### config.mk
export PLATFORM = sky130hd
export DESIGN_NAME = rom_arbiter
export DESIGN_NICKNAME = d
export VERILOG_FILES = /design/src/rtl/rom_arbiter.sv
export SDC_FILE = /design/constraint.sdc
export NUM_CORES = 1
export LEC_CHECK = 0
export ABC_CLOCK_PERIOD_IN_PS = 3450
export BUFFER_PORTS_ARGS = -buffer_cell sky130_fd_sc_hd__buf_2
export CORE_MARGIN = 5
export CORE_UTILIZATION = 45
export DETAILED_ROUTE_END_ITERATION = 7
export HOLD_SLACK_MARGIN = 0.12
export PLACE_DENSITY = 0.81
export SLEW_MARGIN = 20
export SYNTH_ARGS = -nofsm -noshare
export SYNTH_HDL_FRONTEND = slang
export SYNTH_SLANG_ARGS = --single-unit
### constraint.sdc
create_clock -name clk -period 3.45 [get_ports clk]
set_clock_uncertainty 0.1 [all_clocks]
set_input_delay 0.1725 -clock clk [delete_from_list [all_inputs] [get_ports clk]]
set_output_delay 0.1725 -clock clk [all_outputs]
set_load 0.01 [all_outputs]
### src/rtl/rom_arbiter.sv
// Shares the single-port instruction ROM between the fetch port and the data-load port.
// Define ROM_ARB_ROUND_ROBIN_EN for round-robin arbitration; default is fixed data-over-fetch.
module rom_arbiter #(
    parameter int unsigned DEPTH = 10000
) (
    input  logic        clk,
    input  logic        reset_n,
    input  logic        if_req,
    input  logic [31:0] if_addr,
    output logic        if_gnt,
    output logic        if_rvalid,
    output logic [31:0] if_rdata,
    output logic        if_err,
    input  logic        d_req,
    input  logic [31:0] d_addr,
    input  logic        d_we,
    output logic        d_gnt,
    output logic        d_rvalid,
    output logic [31:0] d_rdata,
    output logic        d_err,
    output logic        rom_enable,
    output logic [31:0] rom_address,
    output logic [31:0] rom_dataIn,
    output logic        rom_writeEnable,
    input  logic [31:0] rom_dataOut
);

    typedef enum logic [1:0] {StIdle, StIssue, StWait} state_e;

    localparam logic [31:0] Limit = 32'(DEPTH * 4);

    state_e      state_q, state_d;
    logic        owner_data_q;
    logic        err_pend_q;
    logic        rom_enable_q;
    logic [31:0] rom_address_q;
    logic        if_rvalid_q, d_rvalid_q;
    logic [31:0] if_rdata_q, d_rdata_q;
    logic        if_err_q, d_err_q;

    logic        prefer_data;
    logic        gnt_data, gnt_fetch;
    logic        err_now;
    logic [31:0] req_addr;

`ifdef ROM_ARB_ROUND_ROBIN_EN
    logic last_data_q;  // 0 after reset ("fetch last"), so data wins the first tie
    assign prefer_data = !last_data_q;
`else
    assign prefer_data = 1'b1;
`endif

    always_comb begin
        gnt_data  = 1'b0;
        gnt_fetch = 1'b0;
        if (state_q == StIdle) begin
            if (d_req && (!if_req || prefer_data)) begin
                gnt_data = 1'b1;
            end else if (if_req) begin
                gnt_fetch = 1'b1;
            end
        end
    end

    // Data reads ignore the byte offset; misaligned fetches are errors.
    always_comb begin
        if (gnt_data) begin
            err_now  = d_we || (d_addr >= Limit);
            req_addr = {d_addr[31:2], 2'b00};
        end else begin
            err_now  = (if_addr >= Limit) || (if_addr[1:0] != 2'b00);
            req_addr = if_addr;
        end
    end

    always_comb begin
        state_d = state_q;
        case (state_q)
            StIdle:  if (gnt_data || gnt_fetch) state_d = StIssue;
            StIssue: state_d = StWait;
            StWait:  state_d = StIdle;
            default: state_d = StIdle;
        endcase
    end

    always_ff @(posedge clk) begin
        if (!reset_n) begin
            state_q       <= StIdle;
            owner_data_q  <= 1'b0;
            err_pend_q    <= 1'b0;
            rom_enable_q  <= 1'b0;
            rom_address_q <= '0;
            if_rvalid_q   <= 1'b0;
            d_rvalid_q    <= 1'b0;
            if_rdata_q    <= '0;
            d_rdata_q     <= '0;
            if_err_q      <= 1'b0;
            d_err_q       <= 1'b0;
`ifdef ROM_ARB_ROUND_ROBIN_EN
            last_data_q   <= 1'b0;
`endif
        end else begin
            state_q      <= state_d;
            rom_enable_q <= 1'b0;
            if_rvalid_q  <= 1'b0;
            d_rvalid_q   <= 1'b0;
            case (state_q)
                StIdle: begin
                    if (gnt_data || gnt_fetch) begin
                        owner_data_q <= gnt_data;
                        err_pend_q   <= err_now;
`ifdef ROM_ARB_ROUND_ROBIN_EN
                        last_data_q  <= gnt_data;
`endif
                        // Enable lands in the ISSUE cycle; address holds otherwise.
                        if (!err_now) begin
                            rom_enable_q  <= 1'b1;
                            rom_address_q <= req_addr;
                        end
                    end
                end
                StWait: begin
                    if (owner_data_q) begin
                        d_rvalid_q <= 1'b1;
                        d_rdata_q  <= err_pend_q ? 32'h0 : rom_dataOut;
                        d_err_q    <= err_pend_q;
                    end else begin
                        if_rvalid_q <= 1'b1;
                        if_rdata_q  <= err_pend_q ? 32'h0 : rom_dataOut;
                        if_err_q    <= err_pend_q;
                    end
                end
                default: ;
            endcase
        end
    end

    assign if_gnt          = gnt_fetch;
    assign d_gnt           = gnt_data;
    assign if_rvalid       = if_rvalid_q;
    assign if_rdata        = if_rdata_q;
    assign if_err          = if_err_q;
    assign d_rvalid        = d_rvalid_q;
    assign d_rdata         = d_rdata_q;
    assign d_err           = d_err_q;
    assign rom_enable      = rom_enable_q;
    assign rom_address     = rom_address_q;
    assign rom_dataIn      = 32'h0;
    assign rom_writeEnable = 1'b0;

endmodule

==> impl_metrics.sql, run 1 <==
INSERT INTO impl_metrics (metric_group, metric, value, unit) VALUES
('outcome', 'outcome', 'complete, no violations', ''),
('clocking', 'clock_sinks', '105', ''),
('logic_synthesis', 'synth.yosys.seq_area_share', '48.40', '%'),
('layout', 'layout_common_cells', 'sky130_fd_sc_hd__buf_2, sky130_fd_sc_hd__nand2_1, sky130_fd_sc_hd__dfxtp_1', ''),
('global_routing', 'antenna_found_initial', '0', ''),
('sta', 'tns', '0', 'ns'),
('global_routing', 'grt_pass1_vias', '4374', ''),
('clocking', 'cts_setup_buffers', '0', ''),
('sta', 'worst-slew-pin-transition', '1.074', 'ns'),
('placed_design', 'setup_ws_pre_cts', '1.153', 'ns'),
('setup_path', 'critical_path_class', 'reg -> reg', ''),
('floorplanning', 'chipWidth', '108.2', 'um'),
('placed_design', 'io_buffers', '201', ''),
('global_routing', 'globalRoute.totalOverflow', '0', ''),
('power', 'powerDensity', '387.7', 'nW/um^2'),
('global_routing', 'grt_util_all_layers', '21.19', '%'),
('logic_synthesis', 'synth_top_area_share', '48.40', '%'),
('route', 'vias_per_cell', '4.855', ''),
('route', 'drt_iter0_markers', '163', ''),
('floorplanning', 'design.die.area', '11720', 'sq um'),
('route', 'routed_wire_length_per_instance', '14.34', 'um'),
('logic_synthesis', 'ys_types', '30', ''),
('placed_design', 'dp_hpwl', '8679', 'um'),
('route', 'vias', '4282', ''),
('clocking', 'tritoncts', 'built', ''),
('layout', 'drive_gt1_share', '32.31', '%'),
('power', 'combinationalPowerShare', '12.3', '%'),
('floorplanning', 'height_of_the_chip', '108.2', 'um'),
('logic_synthesis', 'synth_edf_count', '0', ''),
('logic_synthesis', 'yosys_most_used_dff', 'sky130_fd_sc_hd__dfxtp_1', ''),
('route', 'final_antenna_net_count', '0', ''),
('clocking', 'numCtsBuffers', '9', ''),
('logic_synthesis', 'synthDominantAreaCellType', 'sky130_fd_sc_hd__dfxtp_1', ''),
('clocking', 'worstSkewPairLatency', '0.35', 'ns'),
('layout', 'post-route-cell-area', '5909', 'sq um'),
('logic_synthesis', 'synth_xor_area_share', '0', '%'),
('power', 'p_sw', '589.6', 'uW'),
('clocking', 'clock_pin_slew_of_the_registers_on_the_worst_case_setup_and_hold_paths', '0.10', 'ns'),
('route', 'drt_drc_violations_left', '0', ''),
('global_routing', 'grt_first_pass_wirelength', '20000', 'um'),
('job', 'timing.max_cap.violations', '0', ''),
('sta', 'fin_ws', '0.4546', 'ns'),
('sta', 'rsz0062_at_grt', 'false', ''),
('sta', 'timing.final.max_slew_violations', '0', ''),
('hold_path', 'worst_min_path_class', 'in -> reg', ''),
('power', 'swShare', '25.74', '%'),
('logic_synthesis', 'synth_mux_area_share', '6.598', '%'),
('logic_synthesis', 'ys_seq_elements', '105', ''),
('layout', 'fillCellCount', '795', ''),
('logic_synthesis', 'mappedNetlistArea', '4343', 'sq um'),
('logic_synthesis', 'synth-simple-area-share', '26.79', '%'),
('sta', 'max_slew_margin', '28.39', '%'),
('floorplanning', 'design.portCount', '237', ''),
('placed_design', 'cell_area_reported_after_detailed_placement', '5301', 'sq um'),
('floorplanning', 'placeable_core_area', '9328', 'sq um'),
('setup_path', 'critical_path_peak_fanout', '9', ''),
('clocking', 'clock-root-buffer', 'sky130_fd_sc_hd__clkbuf_8', ''),
('logic_synthesis', 'async_sr_flop_fraction', '0', '%'),
('setup_path', 'startpoint_type', 'register', ''),
('power', 'pwr-share-seq', '54.6', '%'),
('clocking', 'htreeDepth', '3', ''),
('power', 'ir_drop_worst_vdd', '225.9', 'uV'),
('sta', 'minimum_clock_period', '2.995', 'ns'),
('route', 'first_pass_iters', '4', ''),
('placed_design', 'gp_congestion', '0.8805', ''),
('logic_synthesis', 'syn-mean-instance-area', '8.320', 'sq um'),
('floorplanning', 'initial_utilization', '46.56', '%'),
('setup_path', 'critPathArrivalTime', '3.19', 'ns'),
('global_routing', 'largest_net_degree_at_the_start_of_global_routing', '66', ''),
('logic_synthesis', 'yosysWarnings', '0', ''),
('sta', 'final-setup-viol-count', '0', '');
[through the flow]
step,std cells,total power [uW],util (%),hold WS (ns)
after floorplan,554,1446,-,0.2792
after global placement,824,1516,56.83,0.3390
after detailed placement,824,1522,56.83,0.3445
after CTS,881,2311,63.33,0.1212
after global routing,881,2406,63.33,0.1624
final,882,2291,63.35,0.1441
[sequential cells by signal, summed over array words and instances, names as in the netlist]
name,flops
rom_enable,1
if_err,1
if_rvalid,1
d_rdata,32
d_err,1
if_rdata,32
owner_data_q,1
d_rvalid,1
err_pend_q,1
rom_address,32
state_q,2
[worst paths after layout]
path | from | to | slack, ns | depth (start not counted)
setup / recovery | state_q[0] | rom_enable | 0.45 | 6
hold / removal | d_addr[6] | rom_address[6] | 0.14 | 4
setup reg to reg | state_q[0] | rom_enable | 0.45 | 6
hold reg to reg | if_rdata[7] | if_rdata[7] | 0.36 | 2
[per-layer routing]
layer  GRT usage, %  part of all wire [%]  wire length, um
met5              0                     0                0
met4          9.739                   3.1              391
met3          4.418                   8.2             1033
met2          39.52                    51             6477
met1          22.77                    37             4742
[critical path: stages (launching register included)]
cell                            delay, ns
sky130_fd_sc_hd__dfxtp_1             0.42
sky130_fd_sc_hd__nor3b_4             0.30
sky130_fd_sc_hd__nand4_1             0.12
sky130_fd_sc_hd__or4_4               0.45
sky130_fd_sc_hd__dlygate4sd3_1       0.57
sky130_fd_sc_hd__a2111oi_0           0.39
sky130_fd_sc_hd__dlygate4sd3_1       0.59
[final cells by class]
cell class                 count  area, sq um  area share, %
sequential                   105         2102          35.57
multi-input combinational    380         1968          33.31
timing repair buffer         250         1476          24.98
tap                          129        161.4          2.731
clock buffer                  10        127.6          2.160
clock inverter                 6        67.56          1.143
inverter                       1        3.754        0.06352
antenna                        1        2.502        0.04235
[synth_stat cells, drive strengths merged, types with 2 or more instances]
master,instances
a211oi,2
clkbuf,30
nor2,10
nand2,162
or4,6
nor2b,32
dfxtp,105
buf,38
nor4,5
mux2,13
nand4,3
nor3,4
mux2i,14
a21oi,68
nor3b,20
[kinds of logic (layout without fill, tap and decap cells)]
| kind of cell | Yosys count | count (layout) |
|---|---|---|
| buffers and inverters | 69 | 267 |
| muxes | 27 | 27 |
| AOI/OAI and AO/OA | 73 | 73 |
| DFF | 105 | 105 |
| and+or+nand+nor | 247 | 247 |
| other | 1 | 34 |
[what timing repair did]
action / in CTS / in global routing
hold buffers: 41 / 0
resized for setup: 0 / 0
hold endpoints to repair: 69 / 0
[power groups by stage]
stage | logic, uW | clock network (uW) | registers (uW)
after global placement | 238 | 0 | 1280
final | 283 | 757 | 1250
after detailed placement | 243 | 0 | 1280
after floorplan | 173 | 0 | 1270
after global routing | 312 | 838 | 1260
after CTS | 279 | 782 | 1250
(Power assumes the default switching activity.)
==> run 2: changes to the inputs <==
- PLACE_DENSITY: 0.81 -> 0.85
==> impl_metrics.sql, run 2 (synthesized netlist as in run 1, its figures left out) <==
INSERT INTO impl_metrics (metric_group, metric, value, unit) VALUES
('sta', 'max_slew_margin', '43.35', '%'),
('layout', 'layout-area-overhead-vs-synth', '37.08', '%'),
('floorplanning', 'placeable_core_area', '9328', 'sq um'),
('route', 'drt_drc_violations_left', '0', ''),
('clocking', 'cts_resized', '0', ''),
('setup_path', 'critPathArrivalTime', '3.26', 'ns'),
('sta', 'hold_viol_final', '0', ''),
('setup_path', 'worstPathBufferInverterCount', '2', ''),
('global_routing', 'grt_pass1_vias', '4428', ''),
('setup_path', 'timing.critical_path.cells', 'nor3b_4 -> nand4_1 -> or4_4 -> dlygate4sd3_1 -> a2111oi_0 -> dlygate4sd3_1', ''),
('setup_path', 'startpoint_type', 'register', ''),
('hold_path', 'worst_hold_end', 'rom_address[2]', ''),
('route', 'vias_per_cell', '4.915', ''),
('setup_path', 'regToRegSetupSlack', '0.39', 'ns'),
('floorplanning', 'chipWidth', '108.2', 'um'),
('setup_path', 'crit_path_end_kind', 'register', ''),
('setup_path', 'critical_path_class', 'reg -> reg', ''),
('layout', 'drive_gt1_share', '32.05', '%'),
('setup_path', 'cpMostUsedCell', 'sky130_fd_sc_hd__dlygate4sd3_1', ''),
('clocking', 'tritoncts', 'built', ''),
('route', 'drt_iter0_markers', '165', ''),
('placed_design', 'dp_hpwl', '9080', 'um'),
('global_routing', 'grt_util_all_layers', '22.60', '%'),
('setup_path', 'critPathSlowestCell', 'sky130_fd_sc_hd__dlygate4sd3_1', ''),
('global_routing', 'grt_first_pass_wirelength', '21110', 'um'),
('global_routing', 'globalRoute.totalOverflow', '0', ''),
('power', 'ir_drop_worst_vdd', '217.0', 'uV'),
('floorplanning', 'height_of_the_chip', '108.2', 'um'),
('power', 'swShare', '25.39', '%'),
('floorplanning', 'num_rows', '35', ''),
('clocking', 'worstSkewPairLatency', '0.34', 'ns'),
('setup_path', 'worst_r2r_endpoint', 'rom_enable', ''),
('layout', 'layout_common_cells', 'sky130_fd_sc_hd__buf_2, sky130_fd_sc_hd__nand2_1, sky130_fd_sc_hd__dfxtp_1', ''),
('layout', 'final_cell_count_no_fill', '885', ''),
('sta', 'final-setup-viol-count', '0', ''),
('sta', 'tns', '0', 'ns'),
('clocking', 'cts_hold_buffers', '45', ''),
('hold_path', 'hold_start', 'd_addr[2]', ''),
('power', 'pwr-share-seq', '54.0', '%'),
('layout', 'finalCoreUtilization', '63.82', '%'),
('power', 'leakage', '0.002676', 'uW'),
('clocking', 'cts_setup_buffers', '0', ''),
('clocking', 'numCtsBuffers', '9', ''),
('hold_path', 'timing.hold.worst_path_depth', '4', ''),
('setup_path', 'worstRegToRegCells', '6', ''),
('power', 'powerDensity', '389.1', 'nW/um^2'),
('setup_path', 'critPathTopFamily', 'buffers and inverters', ''),
('setup_path', 'worst_ep_required_time', '3.64', 'ns'),
('job', 'timing.max_cap.violations', '0', ''),
('power', 'fin_total_pwr', '2316', 'uW'),
('global_routing', 'antenna_found_initial', '0', ''),
('sta', 'worst_hold_slack', '0.1494', 'ns'),
('layout', 'layout.nets', '851', ''),
('clocking', 'clock_pin_slew_of_the_registers_on_the_worst_case_setup_and_hold_paths', '0.11', 'ns'),
('route', 'routed_wire_length_per_instance', '15.22', 'um'),
('sta', 'worst-slew-pin-transition', '0.8487', 'ns'),
('outcome', 'outcome', 'complete, no violations', ''),
('sta', 'timing.fmax', '326.5', 'MHz'),
('layout', 'mostFrequentLayoutCell', 'sky130_fd_sc_hd__buf_2', ''),
('setup_path', 'regToRegStartpoint', 'state_q[0]', ''),
('route', 'vias', '4350', ''),
('power', 'cellInternalPower', '1728', 'uW'),
('route', 'final_antenna_net_count', '0', ''),
('route', 'first_pass_iters', '5', ''),
('layout', 'fillCellCount', '780', ''),
('placed_design', 'gp_congestion', '0.8467', ''),
('global_routing', 'largest_net_degree_at_the_start_of_global_routing', '68', ''),
('power', 'p_sw', '588.2', 'uW'),
('route', 'totalWireLength', '13470', 'um'),
('power', 'combinationalPowerShare', '12.6', '%'),
('sta', 'timing.final.max_slew_violations', '0', ''),
('sta', 'final_min_period_over_clock_period', '88.79', '%'),
('clocking', 'htreeDepth', '3', ''),
('floorplanning', 'design.die.area', '11720', 'sq um'),
('placed_design', 'dp.cells', '823', ''),
('placed_design', 'io_buffers', '201', ''),
('setup_path', 'startpoint', 'state_q[0]', ''),
('power', 'p_clk_share', '33.4', '%'),
('clocking', 'clock-root-buffer', 'sky130_fd_sc_hd__clkbuf_8', ''),
('sta', 'rsz0062_at_grt', 'false', ''),
('clocking', 'clockBufferDepth', '2', ''),
('setup_path', 'critical_path_peak_fanout', '9', ''),
('clocking', 'clock_sinks', '105', ''),
('setup_path', 'critPathMaxStageDelay', '0.60', 'ns'),
('floorplanning', 'initial_utilization', '46.56', '%'),
('hold_path', 'worst_min_path_class', 'in -> reg', ''),
('floorplanning', 'design.portCount', '237', ''),
('sta', 'minimum_clock_period', '3.063', 'ns');
[run 2: changes by cell type in the layout (fill, tap and decap cells not counted), sizes merged]
cell	change
clkbuf	+1
dlygate4sd3	+4
buf	-1
clkinvlp	-1
inv	-1
clkinv	+1
[run 2: stage by stage]
stage,instance area [sq um],worst slack (ns)
after floorplan,4463,1.168
after global placement,5294,1.099
after detailed placement,5294,1.015
after CTS,5949,0.3894
after global routing,5951,0.2877
final,5953,0.3868
[run 2: layout make-up]
cell class / instances / area (sq um) / share of cell area [%]
Sequential cell: 105 / 2102 / 35.31
Multi-Input combinational cell: 380 / 1968 / 33.06
Timing Repair Buffer: 253 / 1509 / 25.35
Tap cell: 129 / 161.4 / 2.711
Clock buffer: 11 / 141.4 / 2.375
Clock inverter: 5 / 63.81 / 1.072
Inverter: 1 / 5.005 / 0.08407
Antenna cell: 1 / 2.502 / 0.04203
[run 2: layer usage]
metal  vias to the layer above  global-route usage (%)  part of all wire (%)
met2                       243                   42.32                    53
met1                      1975                   24.06                    36
met5                         -                       0                     0
li1                       2095                       -                     -
met4                         0                   10.46                   3.1
met3                        37                   4.776                   8.0
[run 2: worst max-delay path by stage]
stage                     endpoint  cells past startpoint  slack [ns]
global placement    rom_address[6]                      6        1.10
detailed placement  rom_address[3]                      6        1.02
CTS                     rom_enable                      6        0.39
finish                  rom_enable                      6        0.39
global route            rom_enable                      6        0.29
floorplan           rom_address[5]                      7        1.17
[run 2: power groups by stage]
stage / clock [uW] / sequential [uW] / combinational [uW]
detailed placement: 0 / 1280 / 244
CTS: 800 / 1250 / 285
finish: 773 / 1250 / 293
floorplan: 0 / 1270 / 173
global placement: 0 / 1280 / 238
global route: 851 / 1250 / 320
[run 2: worst register-to-register path: cells and delay by family (launching register included)]
| kind | cells | cell delay [ns] |
|---|---|---|
| compound gates | 1 | 0.37 |
| simple gates | 3 | 0.94 |
| flops | 1 | 0.42 |
| buf+inv | 2 | 1.18 |
